`src/rtl/ztex_fifo_pkg.sv`:
```
// Shared definitions for the FX2 slave-FIFO traffic blocks (IN and OUT side):
// FSM state encoding, FIFOADR endpoint codes and the FD bus width.
package ztex_fifo_pkg;

  typedef enum logic [1:0] {
    IDLE  = 2'd0,
    SETUP = 2'd1,
    READ  = 2'd2,
    WAIT  = 2'd3
  } fifo_state_t;

  localparam logic [1:0] EP2 = 2'b00;
  localparam logic [1:0] EP4 = 2'b01;
  localparam logic [1:0] EP6 = 2'b10;
  localparam logic [1:0] EP8 = 2'b11;

  localparam int BUS_W = 16;

endpackage

```
`src/rtl/outtraffic_if.sv`:
```
// FX2 synchronous slave-FIFO pin bundle.
// master = FPGA side (drives the strobes), slave = FX2 side (drives FD/FLAGA).
interface outtraffic_if;
  import ztex_fifo_pkg::*;

  logic [BUS_W-1:0] FD;
  logic             FLAGA;
  logic             SLOE;
  logic             SLRD;
  logic             SLWR;
  logic             PKTEND;
  logic             FIFOADR0;
  logic             FIFOADR1;

  modport master (
    input  FD, FLAGA,
    output SLOE, SLRD, SLWR, PKTEND, FIFOADR0, FIFOADR1
  );

  modport slave (
    output FD, FLAGA,
    input  SLOE, SLRD, SLWR, PKTEND, FIFOADR0, FIFOADR1
  );

endinterface

```
`src/rtl/outtraffic_pattern_checker.sv`:
```
// Incrementing-pattern checker for the OUT traffic stream.
// Built only when OUTTRAFFIC_CHECK_EN is defined.
// The first valid word seeds the expected value; every later word is compared
// against it, and a mismatch bumps a saturating error count and resyncs.
`ifdef OUTTRAFFIC_CHECK_EN
module pattern_checker
  import ztex_fifo_pkg::*;
#(
  parameter int ERR_W = 16
) (
  input  logic             IFCLK,
  input  logic             RESET_N,
  input  logic             valid,
  input  logic [BUS_W-1:0] word,
  output logic [ERR_W-1:0] ERR_CNT,
  output logic             LOCKED
);

  logic [BUS_W-1:0] expected;

  // Seed on the first word, then compare/resync on every valid word.
  always_ff @(posedge IFCLK or negedge RESET_N) begin
    if (!RESET_N) begin
      expected <= '0;
      ERR_CNT  <= '0;
      LOCKED   <= 1'b0;
    end else if (valid) begin
      // Next expected is always word+1: equal to expected+1 on a match,
      // and the resync value on a mismatch. Wraps FFFF -> 0000 naturally.
      expected <= word + BUS_W'(1);
      LOCKED   <= 1'b1;
      if (LOCKED && (word != expected) && (ERR_CNT != '1))
        ERR_CNT <= ERR_CNT + ERR_W'(1);
    end
  end

endmodule
`endif

```
`src/rtl/outtraffic.sv`:
```
// OUT-traffic sink: drains FX2 EP2 via the synchronous slave FIFO on IFCLK,
// counts received words and (optionally) checks for an incrementing pattern.
// Optional feature macro: OUTTRAFFIC_CHECK_EN (pattern checker, ERR_CNT, LOCKED).
//
// state | meaning
// IDLE  | bus released, SLOE=1, FIFOADR=0, waiting for CS
// SETUP | one cycle with FIFOADR/SLOE driven so the bus settles
// READ  | strobing SLRD whenever FLAGA shows data and CS is held
// WAIT  | FIFO empty, bus kept, waiting for FLAGA
module outtraffic
  import ztex_fifo_pkg::*;
#(
  parameter logic [1:0] FIFO_ADDR = EP2,
  parameter int         ERR_W     = 16
) (
  input  logic             IFCLK,
  input  logic             RESET_N,
  input  logic             CS,
  outtraffic_if.master     fx2,
  output logic [31:0]      WORD_CNT,
  output logic [ERR_W-1:0] ERR_CNT,
  output logic             LOCKED
);

  fifo_state_t state;
  logic        sloe_q;
  logic [1:0]  adr_q;
  logic        rd_strobe;
  logic        acc_q;

  // Strobe is combinational on CS and FLAGA so an empty flag or CS drop
  // suppresses the read in the same cycle (no underflow, no lost word).
  assign rd_strobe    = (state == READ) && CS && fx2.FLAGA;
  assign fx2.SLRD     = ~rd_strobe;
  assign fx2.SLOE     = sloe_q;
  assign fx2.FIFOADR0 = adr_q[0];
  assign fx2.FIFOADR1 = adr_q[1];
  assign fx2.SLWR     = 1'b1;
  assign fx2.PKTEND   = 1'b1;

  // Sequencing FSM with registered bus-ownership outputs.
  always_ff @(posedge IFCLK or negedge RESET_N) begin
    if (!RESET_N) begin
      state  <= IDLE;
      sloe_q <= 1'b1;
      adr_q  <= 2'b00;
    end else if (!CS) begin
      state  <= IDLE;
      sloe_q <= 1'b1;
      adr_q  <= 2'b00;
    end else begin
      sloe_q <= 1'b0;
      adr_q  <= FIFO_ADDR;
      case (state)
        IDLE:    state <= SETUP;
        SETUP:   state <= READ;
        READ:    state <= fx2.FLAGA ? READ : WAIT;
        WAIT:    state <= fx2.FLAGA ? READ : WAIT;
        default: state <= IDLE;
      endcase
    end
  end

  // Acceptance flag pipelined one cycle so WORD_CNT lines up with the checker.
  always_ff @(posedge IFCLK or negedge RESET_N) begin
    if (!RESET_N) acc_q <= 1'b0;
    else          acc_q <= rd_strobe;
  end

  // Word counter, wraps modulo 2^32; CS does not clear it.
  always_ff @(posedge IFCLK or negedge RESET_N) begin
    if (!RESET_N)   WORD_CNT <= '0;
    else if (acc_q) WORD_CNT <= WORD_CNT + 32'd1;
  end

`ifdef OUTTRAFFIC_CHECK_EN
  logic [BUS_W-1:0] fd_q;

  // Register the accepted word for the checker.
  always_ff @(posedge IFCLK or negedge RESET_N) begin
    if (!RESET_N)       fd_q <= '0;
    else if (rd_strobe) fd_q <= fx2.FD;
  end

  pattern_checker #(
    .ERR_W (ERR_W)
  ) u_chk (
    .IFCLK   (IFCLK),
    .RESET_N (RESET_N),
    .valid   (acc_q),
    .word    (fd_q),
    .ERR_CNT (ERR_CNT),
    .LOCKED  (LOCKED)
  );
`else
  // Without the checker the data bus content is irrelevant; only strobes count.
  logic unused_fd;
  assign unused_fd = ^fx2.FD;
  assign ERR_CNT   = '0;
  assign LOCKED    = 1'b0;
`endif

endmodule
```
`src/flat_wrapper.sv`:
```
// flat-port wrapper written by rule: the top's interface ports become plain ports
module outtraffic_flat import ztex_fifo_pkg::*;
#(
  parameter logic [1:0] FIFO_ADDR = EP2,
  parameter int         ERR_W     = 16
)
  (IFCLK, RESET_N, CS, WORD_CNT, ERR_CNT, LOCKED, fx2_FD, fx2_FLAGA, fx2_SLOE, fx2_SLRD, fx2_SLWR, fx2_PKTEND, fx2_FIFOADR0, fx2_FIFOADR1);
  outtraffic_if fx2_i ();
  input  logic IFCLK;
  input  logic RESET_N;
  input  logic CS;
  output logic [31:0] WORD_CNT;
  output logic [ERR_W-1:0] ERR_CNT;
  output logic LOCKED;
  input wire logic [$bits(fx2_i.FD)-1:0] fx2_FD;
  input wire logic [$bits(fx2_i.FLAGA)-1:0] fx2_FLAGA;
  output wire logic [$bits(fx2_i.SLOE)-1:0] fx2_SLOE;
  output wire logic [$bits(fx2_i.SLRD)-1:0] fx2_SLRD;
  output wire logic [$bits(fx2_i.SLWR)-1:0] fx2_SLWR;
  output wire logic [$bits(fx2_i.PKTEND)-1:0] fx2_PKTEND;
  output wire logic [$bits(fx2_i.FIFOADR0)-1:0] fx2_FIFOADR0;
  output wire logic [$bits(fx2_i.FIFOADR1)-1:0] fx2_FIFOADR1;
  assign fx2_i.FD = fx2_FD;
  assign fx2_i.FLAGA = fx2_FLAGA;
  assign fx2_SLOE = fx2_i.SLOE;
  assign fx2_SLRD = fx2_i.SLRD;
  assign fx2_SLWR = fx2_i.SLWR;
  assign fx2_PKTEND = fx2_i.PKTEND;
  assign fx2_FIFOADR0 = fx2_i.FIFOADR0;
  assign fx2_FIFOADR1 = fx2_i.FIFOADR1;
  outtraffic #(.FIFO_ADDR(FIFO_ADDR), .ERR_W(ERR_W)) u_core (.IFCLK(IFCLK), .RESET_N(RESET_N), .CS(CS), .fx2(fx2_i), .WORD_CNT(WORD_CNT), .ERR_CNT(ERR_CNT), .LOCKED(LOCKED));
endmodule
```
`config.mk`:
```
export PLATFORM = sky130hd
export DESIGN_NAME = outtraffic_flat
export DESIGN_NICKNAME = d
export VERILOG_FILES = /design/src/rtl/ztex_fifo_pkg.sv /design/src/rtl/outtraffic_if.sv /design/src/rtl/outtraffic_pattern_checker.sv /design/src/rtl/outtraffic.sv /design/src/flat_wrapper.sv
export SDC_FILE = /design/constraint.sdc
export NUM_CORES = 1
export LEC_CHECK = 0
export BUFFER_PORTS_ARGS = -buffer_cell sky130_fd_sc_hd__buf_2
export CELL_PAD_IN_SITES_DETAIL_PLACEMENT = 0
export CELL_PAD_IN_SITES_GLOBAL_PLACEMENT = 2
export CORE_ASPECT_RATIO = 1.1
export CORE_UTILIZATION = 28
export CTS_CLUSTER_SIZE = 40
export DETAILED_ROUTE_END_ITERATION = 16
export GPL_TIMING_DRIVEN = 0
export PLACE_DENSITY = 0.86
export SYNTH_ARGS = -nofsm -noshare
export SYNTH_HDL_FRONTEND = slang
export SYNTH_HIERARCHICAL = 1
export SYNTH_SLANG_ARGS = --single-unit
```
`constraint.sdc`:
```
create_clock -name IFCLK -period 2.2 [get_ports IFCLK]
set_input_delay 0.22 -clock IFCLK [delete_from_list [all_inputs] [get_ports IFCLK]]
set_output_delay 0.22 -clock IFCLK [all_outputs]
set_load 0.01 [all_outputs]
```
After elaboration in Yosys (flattened, before gate mapping)
Cells that the tools add are included.
{"block": "word_totals", "register_bits": 36}
{"block": "op_classes", "n_eq_ne": 3, "n_reduce_logical": 4, "mux": 4, "n_bitwise": 1, "addsub": 1}
{"operator": "32-bit by 1-bit adder with 32-bit output (second input constant)", "n": 1}
{"operator": "2-bit one-hot mux with 3 select lines", "n": 1}
{"operator": "2-bit equality test (second input constant)", "n": 2}
{"operator": "2-bit by 1-bit equality test with 1-bit output (second input constant)", "n": 1}
{"operator": "1-bit logical AND", "n": 2}
{"operator": "2-bit logical NOT", "n": 1}
{"operator": "1-bit two-way mux", "n": 2}
{"operator": "2-bit two-way mux", "n": 1}
{"operator": "2-bit OR reduction", "n": 1}
{"operator": "1-bit inverter", "n": 1}

Longest topological paths before layout
{"block": "logic_depth", "ltp_word": 4, "ltp_mapped": 5}

Least setup slack after synthesis
Ideal clock, no wire load.
{"block": "synth_path", "path_type": "flip-flop to flip-flop", "from": "register u_core.WORD_CNT[0]", "to": "register u_core.WORD_CNT[28]", "setup_time_ns": 0.126, "path_stages_with_launch": 6, "required_time_ns": 2.074, "arrival_ns": 1.520, "period_less_slack_ns": 1.646, "slack_ns": 0.554, "path_cell_list": "dfrtp_1 > ha_1 > nand4_1 > nor4_4 > nand4_1 > xnor2_1"}
{"block": "synth_via", "elab_chain_len": 1}
{"element": "start: declaration", "line_no": "outtraffic.sv:20", "source": "output logic [31:0] WORD_CNT,"}
{"element": "start signal: assignment", "line_no": "outtraffic.sv:73", "source": "else if (acc_q) WORD_CNT <= WORD_CNT + 32'd1;"}
{"element": "32-bit by 1-bit adder with 32-bit output", "line_no": "outtraffic.sv:73"}
Every way passes these cells.
A chain may end at the register's enable or synchronous reset.

Worst setup path in the final report
{"block": "layout_path", "from": "register u_core.WORD_CNT[0]", "to": "register u_core.WORD_CNT[26]"}
Same word-level chain as after synthesis.

==> qor.txt <==
Final #Nets -> 237
unique cell type count in the Yosys netlist -> 23
Site Rows -> 29
via/cell ratio -> 4.09
dpl cells -> 286
P per Cell Area -> 676 nW/um2
fmax -> 514 MHz
Initial Util -> 29.6%
# diodes -> 0
CTS Hold Bufs -> 0
Total GRT Usage -> 10.8%
Synth warnings -> 6
# H-tree levels -> 2
DIE AREA -> 6570 um2
Post-synth ARST share -> 100%
CTS tree -> built
LEAKAGE -> 1.15 nW
Most Frequent Cell on Critical Path -> nand4_1
relative max-transition margin -> 47.0%
Synth Cell Area -> 1750 um2
vias -> 1203
DP HPWL -> 2360 um
worst ir drop on vdd -> 265 uV
Num CTS Buffers -> 5
core area -> 5910 um2
first-pass GRT wire length -> 5330 um
Tot Pwr -> 1.51 mW
final wirelength -> 3190 um
fin. max-slew vios -> 0
PnR worst setup slack -> 255 ps
Worst Hold Class -> in -> async
slowest stage delay, CP -> 570 ps
CP required -> 2380 ps
CP startpoint kind -> flop
GP Congestion -> 0.685
Worst path slowest cell -> nor4_4
setup_tns -> 0 ps
1st-pass router iterations -> 3
Setup WS pre-CTS -> 253 ps
fin crit share -> 88.4%
Syn Inst Count -> 153
Skew-Pair Late Insertion Delay -> 290 ps
Clock Tree Buf Depth -> 2
largest net degree at the start of global routing -> 37
Yosys top cell by area -> dfrtp_1
Final Instance Count excl. Fillers -> 294
layout cell share with drive strength beyond 1 -> 33.6%
Tmin final -> 1950 ps
WP data arrival -> 2130 ps
Worst Path Max Fanout -> 10
Fillers -> 596
most numerous cell in the Yosys netlist -> dfrtp_1
DRT antenna net count -> 0
share of the synthesized area in the top cell type -> 50.0%
die height -> 84.9 um
Slew @ Worst Pin -> 794 ps
crit path buf inv count -> 0
Die Wd -> 77.4 um
RSZ-0062 raised after global routing -> false
Avg WL per Cell -> 10.8 um
clock skew -> 7.19 ps
port bufs -> 37
setup bufs post-CTS -> 0
Crit. End Element -> flop
critical path class -> reg -> reg
I/O pins -> 75
final hold slack -> 14.3 ps
prevailing post-synth register cell -> dfrtp_1
DRC -> 0
most instantiated cells after synthesis -> 35 x dfrtp_1, 26 x xnor2_1, 21 x buf_4
Final Setup Violations -> 0
# resized after CTS -> 0
Largest delay share family, worst path -> simple AND/OR/NAND/NOR gates
register clock-pin slew on the reported worst setup and hold paths -> 70 ps
area grow syn2layout -> 27.4%
Max-cap violations -> 0
sequential area share after synthesis -> 51.5%
Post-synth EDFFs -> 0
Overflow after GRT -> 0
clk sink count -> 36
Post-Syn Area per Cell -> 11.4 um2
flops & latches, synth -> 36
number of global-route vias before repair -> 1090
endpoints failing hold -> 0
ranking of synthesized cells by area -> dfrtp_1 50%, xnor2_1 13%, buf_4 9.0%
initial antenna violation count -> 0
worst path cell trace -> ha_1 -> nand4_1 -> nor4_4 -> nand4_1 -> xnor2_1
clk root buf -> clkbuf_8
status -> completed
initial DRC count -> 24
==> path summary, 6_finish.rpt <==
kind | start | to | slack (ps) | depth (start not counted)
max in group asynchronous | RESET_N | u_core/WORD_CNT[8]$_DFFE_PN0P_ | 1690 | 1
min in group IFCLK | CS | u_core/fx2.SLOE$_DFF_PN1_ | 80 | 2
hold reg to reg | u_core/WORD_CNT[31]$_DFFE_PN0P_ | u_core/WORD_CNT[31]$_DFFE_PN0P_ | 480 | 1
setup reg to reg | u_core/WORD_CNT[0]$_DFFE_PN0P_ | u_core/WORD_CNT[26]$_DFFE_PN0P_ | 250 | 5
hold / removal | RESET_N | u_core/WORD_CNT[27]$_DFFE_PN0P_ | 10 | 1
setup / recovery | u_core/WORD_CNT[0]$_DFFE_PN0P_ | u_core/WORD_CNT[26]$_DFFE_PN0P_ | 250 | 5
==> sequential cells by signal, summed over array words and instances (netlist names) <==
signal / count
u_core/fx2.SLOE: 1
u_core/acc_q: 1
u_core/state: 2
u_core/WORD_CNT: 32
==> power by group <==
group | leakage, nW | internal, mW | total [mW] | switching (mW)
Sequential | 0.493 | 0.694 | 0.730 | 0.0365
Clock | 0.0645 | 0.400 | 0.632 | 0.232
Combinational | 0.597 | 0.0709 | 0.145 | 0.0745
==> routing by layer <==
layer,wire length (um),global-route usage (%),vias to the layer above
met1,1470,14.1,553
met4,65,5.66,0
li1,-,-,607
met2,1440,15.3,36
met5,0,0,-
met3,213,4.19,7
==> cell families (layout without fill, tap and decap cells) <==
| family | after synthesis | after routing | share of synthesized area, % |
|---|---|---|---|
| and+or+nand+nor | 57 | 57 | 21.1 |
| adders and majority gates | 1 | 1 | 0.715 |
| buffers and inverters | 24 | 69 | 9.65 |
| AOI/OAI and AO/OA | 1 | 1 | 0.429 |
| xor gates and xnor gates | 31 | 31 | 15.5 |
| other | 2 | 21 | 0.429 |
| muxes | 1 | 1 | 0.643 |
| DFF | 36 | 36 | 51.5 |
==> through the flow <==
stage                     util (%)  area [um2]
after CTS                     37.7        2230
after global routing          37.7        2230
after detailed placement      35.6        2100
after global placement        35.6        2100
after floorplan                  -        1820
final                         37.7        2230
==> cell usage in the layout (no fill, tap or decap), drive strengths merged, types with 5 or more instances in the layout <==
| cell type | instances |
|---|---|
| xnor2 | 26 |
| nand2 | 10 |
| clkbuf | 7 |
| buf | 58 |
| conb | 21 |
| xor2 | 5 |
| dfrtp | 35 |
| nand3 | 13 |
| nand4 | 12 |
==> layout make-up <==
type	instances	area, um2	area share [%]
Timing Repair Buffer	37	185	8.31
Tap cell	77	96.3	4.32
Buffer	21	158	7.07
Clock buffer	7	96.3	4.32
Multi-Input combinational cell	112	751	33.7
Sequential cell	36	902	40.5
Inverter	3	11.3	0.505
Clock inverter	1	30.0	1.35
Note: power is estimated with default switching activity, not from simulation.
